===== src/rtl/axi_pkg.sv =====
// ---------------------------------------------------------------------------
// axi_pkg
// Shared definitions for the dcache AXI write-back ports: the port state
// encoding, AXI burst/response constants and a helper that turns a beat
// width in bytes into the AXI AxSIZE encoding.
// ---------------------------------------------------------------------------
package axi_pkg;

   // Write-back port transaction phases
   typedef enum logic [1:0] {
      IDLE = 2'd0,
      XFER = 2'd1,
      RESP = 2'd2
   } port_state_e;

   localparam logic [1:0] AXI_BURST_INCR = 2'b01;

   localparam logic [1:0] RESP_OKAY   = 2'b00;
   localparam logic [1:0] RESP_SLVERR = 2'b10;
   localparam logic [1:0] RESP_DECERR = 2'b11;

   // AxSIZE is log2 of the number of bytes moved per beat
   function automatic logic [2:0] axi_size(input int unsigned bytes_per_beat);
      return 3'($clog2(bytes_per_beat));
   endfunction

endpackage


===== src/rtl/w_beat_buffer.sv =====
// ---------------------------------------------------------------------------
// w_beat_buffer
// One-entry register slice between the line-data stream and the AXI W
// channel. Holds data, byte strobes and the last marker.
//
// Ports:
//   clock, reset            rising-edge clock, async active-high reset
//   in_valid / in_ready     upstream handshake
//   in_data/in_strb/in_last upstream payload
//   out_valid / out_ready   downstream (AXI W) handshake
//   out_data/out_strb/out_last held payload
// ---------------------------------------------------------------------------
module w_beat_buffer #(
   parameter int DATA_W = 32
) (
   input  logic                clock,
   input  logic                reset,
   input  logic                in_valid,
   output logic                in_ready,
   input  logic [DATA_W-1:0]   in_data,
   input  logic [DATA_W/8-1:0] in_strb,
   input  logic                in_last,
   output logic                out_valid,
   input  logic                out_ready,
   output logic [DATA_W-1:0]   out_data,
   output logic [DATA_W/8-1:0] out_strb,
   output logic                out_last
);

   logic                valid_q, valid_d;
   logic [DATA_W-1:0]   data_q, data_d;
   logic [DATA_W/8-1:0] strb_q, strb_d;
   logic                last_q, last_d;

   // The slot can take a new beat when empty or when its current beat
   // leaves this very cycle, which gives back-to-back throughput.
   assign in_ready  = !valid_q || out_ready;
   assign out_valid = valid_q;
   assign out_data  = data_q;
   assign out_strb  = strb_q;
   assign out_last  = last_q;

   // Load on an upstream handshake; otherwise a downstream handshake empties
   // the slot. Payload only changes on a load, so it is stable while stalled.
   always_comb begin
      valid_d = valid_q;
      data_d  = data_q;
      strb_d  = strb_q;
      last_d  = last_q;
      if (in_valid && in_ready) begin
         valid_d = 1'b1;
         data_d  = in_data;
         strb_d  = in_strb;
         last_d  = in_last;
      end else if (out_ready) begin
         valid_d = 1'b0;
      end
   end

   // Slot registers; reset empties the slot and clears the payload
   always_ff @(posedge clock or posedge reset) begin
      if (reset) begin
         valid_q <= 1'b0;
         data_q  <= '0;
         strb_q  <= '0;
         last_q  <= 1'b0;
      end else begin
         valid_q <= valid_d;
         data_q  <= data_d;
         strb_q  <= strb_d;
         last_q  <= last_d;
      end
   end

endmodule


===== src/rtl/axi_burst_write_port.sv =====
// ---------------------------------------------------------------------------
// axi_burst_write_port
// Turns one dcache line-eviction request plus BEATS line-data beats into a
// single AXI4 INCR write burst, then waits for the B response before taking
// the next line.
//
// Ports:
//   clock, reset                 rising-edge clock, async active-high reset
//   req_valid/req_ready/req_addr line write request (any byte in the line)
//   data_valid/data_ready        line beat stream, lowest address first
//   data_bits/data_strb          beat payload
//   data_last                    pulses on the handshake of the final beat
//   aw_*                         AXI write address channel
//   w_*                          AXI write data channel
//   b_*                          AXI write response channel
//   done_valid/done_err          one-cycle completion pulse and error flag
//   busy                         transaction in progress
// ---------------------------------------------------------------------------
module axi_burst_write_port
   import axi_pkg::*;
#(
   parameter int              ADDR_W = 32,
   parameter int              DATA_W = 32,
   parameter int              BEATS  = 4,
   parameter int              ID_W   = 4,
   parameter logic [ID_W-1:0] WR_ID  = '0
) (
   input  logic                clock,
   input  logic                reset,
   input  logic                req_valid,
   output logic                req_ready,
   input  logic [ADDR_W-1:0]   req_addr,
   input  logic                data_valid,
   output logic                data_ready,
   input  logic [DATA_W-1:0]   data_bits,
   input  logic [DATA_W/8-1:0] data_strb,
   output logic                data_last,
   output logic                aw_valid,
   input  logic                aw_ready,
   output logic [ADDR_W-1:0]   aw_addr,
   output logic [7:0]          aw_len,
   output logic [2:0]          aw_size,
   output logic [1:0]          aw_burst,
   output logic [ID_W-1:0]     aw_id,
   output logic                w_valid,
   input  logic                w_ready,
   output logic [DATA_W-1:0]   w_data,
   output logic [DATA_W/8-1:0] w_strb,
   output logic                w_last,
   input  logic                b_valid,
   output logic                b_ready,
   input  logic [1:0]          b_resp,
   input  logic [ID_W-1:0]     b_id,
   output logic                done_valid,
   output logic                done_err,
   output logic                busy
);

   localparam int STRB_W = DATA_W / 8;
   localparam int OFF_W  = $clog2(BEATS * STRB_W);
   localparam int CNT_W  = $clog2(BEATS + 1);
   localparam logic [ADDR_W-1:0] LINE_MASK =
      ~((ADDR_W'(1) << OFF_W) - ADDR_W'(1));

   port_state_e       state_q, state_d;
   logic              aw_pend_q, aw_pend_d;
   logic              w_pend_q, w_pend_d;
   logic [ADDR_W-1:0] line_addr_q, line_addr_d;
   logic [CNT_W-1:0]  beat_cnt_q, beat_cnt_d;
   logic              done_valid_q, done_valid_d;
   logic              done_err_q, done_err_d;

   logic in_xfer;
   logic buf_in_ready;
   logic beats_left;
   logic beat_is_last;
   logic data_hs;
   logic aw_hs;
   logic w_hs;

   // Handshake qualifiers. Beats are refused once all BEATS have been taken,
   // so a final beat still parked in the slot cannot pull in an extra one.
   assign in_xfer      = (state_q == XFER);
   assign beats_left   = (beat_cnt_q != CNT_W'(BEATS));
   assign beat_is_last = (beat_cnt_q == CNT_W'(BEATS - 1));
   assign data_ready   = in_xfer && w_pend_q && beats_left && buf_in_ready;
   assign data_hs      = data_valid && data_ready;
   assign data_last    = data_hs && beat_is_last;

   assign aw_valid = in_xfer && aw_pend_q;
   assign aw_hs    = aw_valid && aw_ready;
   assign w_hs     = w_valid && w_ready;

   // AW fields read as zero when idle and are frozen while aw_valid is high
   assign aw_addr  = aw_valid ? line_addr_q : '0;
   assign aw_len   = aw_valid ? 8'(BEATS - 1) : 8'd0;
   assign aw_size  = aw_valid ? axi_size(STRB_W) : 3'd0;
   assign aw_burst = aw_valid ? AXI_BURST_INCR : 2'b00;
   assign aw_id    = aw_valid ? WR_ID : '0;

   assign req_ready  = (state_q == IDLE) && !reset;
   assign b_ready    = (state_q == RESP);
   assign busy       = (state_q != IDLE);
   assign done_valid = done_valid_q;
   assign done_err   = done_err_q;

   w_beat_buffer #(
      .DATA_W (DATA_W)
   ) u_w_buf (
      .clock     (clock),
      .reset     (reset),
      .in_valid  (data_hs),
      .in_ready  (buf_in_ready),
      .in_data   (data_bits),
      .in_strb   (data_strb),
      .in_last   (beat_is_last),
      .out_valid (w_valid),
      .out_ready (w_ready),
      .out_data  (w_data),
      .out_strb  (w_strb),
      .out_last  (w_last)
   );

   // Transaction sequencing. RESP is entered as soon as the AW and final W
   // handshakes have both happened (using the next-state pend flags), so
   // simultaneous AW/last-W handshakes reach RESP on the following cycle.
   // The last W handshake also means the slot is draining empty.
   always_comb begin
      state_d      = state_q;
      aw_pend_d    = aw_pend_q;
      w_pend_d     = w_pend_q;
      line_addr_d  = line_addr_q;
      beat_cnt_d   = beat_cnt_q;
      done_valid_d = 1'b0;
      done_err_d   = 1'b0;
      case (state_q)
         IDLE: begin
            if (req_valid && req_ready) begin
               line_addr_d = req_addr & LINE_MASK;
               beat_cnt_d  = '0;
               aw_pend_d   = 1'b1;
               w_pend_d    = 1'b1;
               state_d     = XFER;
            end
         end
         XFER: begin
            if (aw_hs) begin
               aw_pend_d = 1'b0;
            end
            if (data_hs) begin
               beat_cnt_d = beat_cnt_q + CNT_W'(1);
            end
            if (w_hs && w_last) begin
               w_pend_d = 1'b0;
            end
            if (!aw_pend_d && !w_pend_d) begin
               state_d = RESP;
            end
         end
         RESP: begin
            if (b_valid) begin
               done_valid_d = 1'b1;
               done_err_d   = (b_resp == RESP_SLVERR) || (b_resp == RESP_DECERR) ||
                              (b_id != WR_ID);
               state_d      = IDLE;
            end
         end
         default: begin
            state_d = IDLE;
         end
      endcase
   end

   // Control registers; reset aborts any transaction in flight
   always_ff @(posedge clock or posedge reset) begin
      if (reset) begin
         state_q      <= IDLE;
         aw_pend_q    <= 1'b0;
         w_pend_q     <= 1'b0;
         line_addr_q  <= '0;
         beat_cnt_q   <= '0;
         done_valid_q <= 1'b0;
         done_err_q   <= 1'b0;
      end else begin
         state_q      <= state_d;
         aw_pend_q    <= aw_pend_d;
         w_pend_q     <= w_pend_d;
         line_addr_q  <= line_addr_d;
         beat_cnt_q   <= beat_cnt_d;
         done_valid_q <= done_valid_d;
         done_err_q   <= done_err_d;
      end
   end

endmodule


===== config.mk =====
export PLATFORM = sky130hd
export DESIGN_NAME = axi_burst_write_port
export DESIGN_NICKNAME = d
export VERILOG_FILES = /design/src/rtl/axi_pkg.sv /design/src/rtl/w_beat_buffer.sv /design/src/rtl/axi_burst_write_port.sv
export SDC_FILE = /design/constraint.sdc
export NUM_CORES = 1
export LEC_CHECK = 0
export ABC_CLOCK_PERIOD_IN_PS = 2300
export CAP_MARGIN = 30
export CORE_ASPECT_RATIO = 1.1
export CORE_MARGIN = 2
export CORE_UTILIZATION = 40
export DETAILED_ROUTE_END_ITERATION = 8
export PLACE_DENSITY = 0.8
export SYNTH_ARGS = -nofsm -noshare
export SYNTH_HDL_FRONTEND = slang
export SYNTH_HIERARCHICAL = 1
export SYNTH_SLANG_ARGS = --single-unit

===== constraint.sdc =====
create_clock -name clock -period 2.3 [get_ports clock]
set_input_delay 0.46 -clock clock [delete_from_list [all_inputs] [get_ports clock]]
set_output_delay 0.46 -clock clock [all_outputs]
set_load 0.02 [all_outputs]

* Word-level counts from Yosys, hierarchy flattened
Cells that the tools add are included.
Storage, ports and cells: register bits 75
Operators by class: add/subtract/negate cells 1, eq/ne operators 10, muxes and demuxes 24, reductions and logical operators 29
Operators by type and width (count):
- $mux W32 | 1
- $logic_and A1 B1 Y1 | 13
- $mux W1 | 12
- $mux W2 | 5
- $eq A2 B2 Y1 const B | 3
- $mux W3 | 2
- $ne A2 B1 Y1 const B | 3
- $pmux W2 S3 | 1
- $pmux W3 S2 | 1
- $reduce_and A3 Y1 | 2
- $reduce_bool A2 Y1 | 3
- $logic_not A1 Y1 | 4
- $pmux W1 S2 | 2
- $reduce_and A2 Y1 | 2
- $reduce_bool A4 Y1 | 1
- $add A3 B1 Y3 const B | 1
- $eq A3 B2 Y1 const B | 1
- $logic_or A1 B1 Y1 | 3
- $ne A3 B3 Y1 const B | 1
- $eq A2 B1 Y1 const B | 1
- $logic_not A2 Y1 | 1
- $ne A2 B2 Y1 const B | 1

* Logic depth before layout (Yosys ltp)
depth after elaboration 9, gate-level depth with buffers 6, depth with buffers taken out 5

* Cells and area by module
Netlist, hierarchy kept.
Modules (own cells, without submodules):
- axi_burst_write_port | instances 1, cells an instance 165, area each 2006.9 um2
- w_beat_buffer | instances 1, cells an instance 82, area each 1576.5 um2

* Worst setup path before layout
OpenSTA, ideal clock, no wires.
path kind register to register, start point reg beat_cnt_q[0], end point reg u_w_buf.data_q[10] (netlist: u_w_buf/out_data[10]), setup time 0.125 ns, arrival time 1.885 ns, data required time 2.175 ns, path slack 0.290 ns, stages on the path, launching flop included 7, buffers on the path 1, cell sequence dfrtp_1 -> inv_1 -> ha_1 -> a2111oi_4 -> nand2_4 -> buf_12 -> mux2_4
On the way: cells in the longest elaborated chain, start to end 5
RTL lines:
- start: declaration | RTL line axi_burst_write_port.sv:69 | logic [CNT_W-1:0] beat_cnt_q, beat_cnt_d;
- start signal: assignment | RTL line axi_burst_write_port.sv:189 | beat_cnt_q <= beat_cnt_d;
- $ne A3 B3 Y1 | RTL line axi_burst_write_port.sv:84 | assign beats_left = (beat_cnt_q != CNT_W'(BEATS));
- $logic_and A1 B1 Y1 (2 in a row) | RTL line axi_burst_write_port.sv:86 | assign data_ready = in_xfer && w_pend_q && beats_left && buf_in_ready;
- $logic_and A1 B1 Y1 | RTL line axi_burst_write_port.sv:87 | assign data_hs = data_valid && data_ready;
- named net data_hs | RTL line axi_burst_write_port.sv:77 | logic data_hs;
- $logic_and A1 B1 Y1 | RTL line w_beat_buffer.sv:50 | if (in_valid && in_ready) begin
- end signal: assignment | RTL line w_beat_buffer.sv:69 | data_q <= data_d;
- end: declaration | RTL line w_beat_buffer.sv:31 | logic [DATA_W-1:0] data_q, data_d;
The timed path passes the listed nets, and every way through them passes these cells. A chain may end at the register's enable or synchronous reset.

* Final worst setup path
start point reg state_q[1], end point out data_ready
On the way: cells in the longest elaborated chain, start to end 4
RTL lines:
- start: declaration | RTL line axi_burst_write_port.sv:65 | port_state_e state_q, state_d;
- start signal: assignment | RTL line axi_burst_write_port.sv:185 | state_q <= state_d;
- $eq A2 B1 Y1 | RTL line axi_burst_write_port.sv:83 | assign in_xfer = (state_q == XFER);
- $logic_and A1 B1 Y1 (3 in a row) | RTL line axi_burst_write_port.sv:86
- end: declaration | RTL line axi_burst_write_port.sv:34 | output logic data_ready,
Every way passes these cells.

==> flow_summary_export.csv <==
group,metric,value,unit
place,placed_area,5190,um2
critical_path,reg2reg_slack,0.34,ns
sta,setup_violations,0,
sta,finalCritPeriodShare,0.960,
critical_path,crit-reg2reg-launch,"state_q[1]$_DFFE_PP0P_",
sta,setup_ws,0.0915,ns
global_routing,grt_pass1_wl,12.3,mm
yosys,avgSynthCellArea,14.5,um2
detailed_routing,wl_per_cell,15.0,um
clock_network,cts_max_path_buffers,2,
place,globalplace.congestion,0.773,
detailed_routing,antenna_left,0,
clock_network,cts_htree_levels,3,
power_and_ir_drop,p_int,4.90,mW
clock_network,clkLatencyLatePin,0.34,ns
critical_path,end_kind,"output pin",
worst_hold_path,hp-start,"line_addr_q[27]$_DFFE_PP0P_",
worst_hold_path,hp-class,"flip-flop to flip-flop",
clock_network,cts-root-buf,"clkbuf_8",
clock_network,numCtsBuffers,9,
detailed_routing,drt_iter0_markers,48,
layout,fin_nets,492,
die,core,8780,um2
die,die_x,94.2,um
die,dieArea,9730,um2
yosys,synth_area_leader_cell,"dfrtp_1",
power_and_ir_drop,leakage,2.76,nW
global_routing,grt_util_all_layers,0.163,
clock_network,clkSlewWorstSetupHoldPaths,0.07,ns
run,drv_cap,0,
yosys,syn-instance-count,247,
power_and_ir_drop,power_switching,2.60,mW
clock_network,cts_tree,"yes",
power_and_ir_drop,swShare,0.346,
die,pin_count,176,
die,rows,36,
sta,hold_viol,0,
die,start_util,0.408,
yosys,yosysMostFrequentCell,"dfrtp_1",
global_routing,grt_max_degree,39,
critical_path,criticalPathCategory,"flip-flop to output pin",
critical_path,worstPathArrival,1.75,ns
sta,min_period,2.21,ns
yosys,yosys_warnings,6,
power_and_ir_drop,clockPowerShare,0.158,
yosys,ys_seq_elements,75,
global_routing,antenna_found_initial,0,
detailed_routing,drc,0,
critical_path,crit_fanout,5,
place,preCtsSetupSlack,-0.394,ns
sta,skew,0.0126,ns
layout,fin_area,5390,um2
yosys,synth-seq-area-share,0.524,
power_and_ir_drop,powerDensity,1390,nW/um2
die,die-height,103,um
critical_path,rr_endpoint,"u_w_buf/out_data[10]$_DFFE_PP0P_",
yosys,synth_cell_types,33,
worst_hold_path,hold_end,"line_addr_q[27]$_DFFE_PP0P_",
sta,fmax,453,MHz
clock_network,ctsHoldBuffers,0,
detailed_routing,vias_per_cell,4.61,
layout,fillers,721,
yosys,syn_area,3580,um2
sta,rsz0062_at_grt,"false",
layout,diodes,0,
power_and_ir_drop,power,7.50,mW
place,portBuffers,153,
critical_path,cp_data_required_time,1.84,ns
yosys,yosys-top-cells-area,"dfrtp_1, mux2_4, and3_1",
critical_path,startpoint_type,"flip-flop",
power_and_ir_drop,pwr-share-seq,0.315,
critical_path,r2r_cells,6,
global_routing,grt_remaining_overflow,0,
yosys,synthArstFlopShare,1.00,
clock_network,cts.sinks,75,
detailed_routing,drt-pass1-iter-count,4,
detailed_routing,route.vias.total,2431,
yosys,synth_top_area_share,0.524,
power_and_ir_drop,ir_worst_vdd,0.536,mV
detailed_routing,drt-total-wl,7.91,mm
outcome,status,"finished, final reports clean",
layout,syn_to_final_growth,50.4,%
power_and_ir_drop,power_frac_comb,0.527,
yosys,synth_common_cells,"dfrtp_1, mux2_4, and3_1, buf_4",
global_routing,grt_pass1_vias,2577,
worst_hold_path,min_path_cells,1,
layout,drive_gt1_frac,0.232,
layout,fin_util,0.614,
place,dp_hpwl,5.88,mm
yosys,ys.flop_type,"dfrtp_1",
sta,final_max_slew_viol_count,0,
yosys,synth-edff-count,0,
[state kept, by name (all words and copies together) (netlist names)]
name / count
done_err: 1
state_q: 2
u_w_buf/out_valid: 1
done_valid: 1
beat_cnt_q: 3
u_w_buf/out_data: 32
aw_pend_q: 1
line_addr_q: 28
u_w_buf/out_strb: 4
u_w_buf/out_last: 1
w_pend_q: 1
[final cells by class]
type,count,area (um2),area share
clock buffers,12,135,0.0251
clock inverters,4,98.8,0.0183
repair buffers,168,1640,0.304
inverters,7,26.3,0.00488
well taps,114,143,0.0265
multi-input cells,147,1470,0.273
flip-flops and latches,75,1880,0.348
[power by group through the flow]
stage	clock network, mW	registers, mW	logic, mW
finish	1.19	2.36	3.95
global placement	0	2.34	4.05
CTS	1.23	2.36	4.00
global route	1.29	2.45	4.20
detailed placement	0	2.36	4.13
floorplan	0	2.72	2.16
[layout by cell type (no fill, tap or decap), types with 2 or more instances in the layout]
| cell type | n |
|---|---|
| buf_12 | 3 |
| bufinv_16 | 3 |
| mux2_1 | 3 |
| ha_1 | 3 |
| mux2_2 | 7 |
| clkbuf_8 | 9 |
| inv_1 | 7 |
| dfrtp_1 | 75 |
| nor2b_1 | 2 |
| clkbuf_1 | 3 |
| conb_1 | 17 |
| dlygate4sd2_1 | 34 |
| and2_1 | 3 |
| clkdlybuf4s50_1 | 117 |
| buf_4 | 11 |
| mux2_4 | 55 |
| and3_1 | 28 |
| nand2b_1 | 2 |
| nand2_1 | 7 |
| mux2i_1 | 3 |
| a22o_1 | 2 |
[metal layers]
metal,global-route usage,share of wire,vias to the layer above
met3,0.0717,0.11,11
li1,-,-,1130
met5,0,0,-
met4,0.0591,0.018,0
met2,0.273,0.49,119
met1,0.186,0.39,1171
[worst max-delay path by stage]
stage | startpoint | slack, ns | cells past startpoint | to
floorplan | beat_cnt_q[0]$_DFFE_PP0P_ | 0.29 | 6 | u_w_buf/out_data[10]$_DFFE_PP0P_
global placement | w_ready | -0.36 | 6 | data_last
detailed placement | w_ready | -0.39 | 6 | data_last
CTS | state_q[1]$_DFFE_PP0P_ | 0.02 | 3 | req_ready
global route | state_q[1]$_DFFE_PP0P_ | 0.005 | 4 | data_ready
finish | state_q[1]$_DFFE_PP0P_ | 0.09 | 4 | data_ready
[worst max-delay path, stage by stage (launching register included)]
cell,delay (ns)
dfrtp_1,0.44
nand2b_1,0.25
buf_4,0.18
a211oi_1,0.19
dlygate4sd2_1,0.36
[timing repair]
item,in CTS,in global routing
pin swaps,0,1
buffers inserted,0,0
setup endpoints to repair,35,2
gates resized for setup,40,1
[stage by stage]
step / hold slack (ns) / TNS [ns] / instances
2_1_floorplan: 0.456 / 0 / 263
3_5_place_dp: 0.484 / -3.22 / 511
6_report: 0.496 / 0 / 527
4_1_cts: 0.500 / 0 / 527
3_3_place_gp: 0.469 / -1.62 / 511
5_1_grt: 0.520 / 0 / 527
[cells by family after synthesis]
| family | after synthesis | share of synthesized area |
|---|---|---|
| other | 1 | 0.00105 |
| muxes | 68 | 0.270 |
| DFF | 75 | 0.524 |
| AOI/OAI and AO/OA | 8 | 0.0209 |
| buffers and inverters | 41 | 0.0852 |
| adders and majority gates | 3 | 0.0105 |
| and+or+nand+nor | 51 | 0.0883 |
Power figures use the tool's default switching activity.
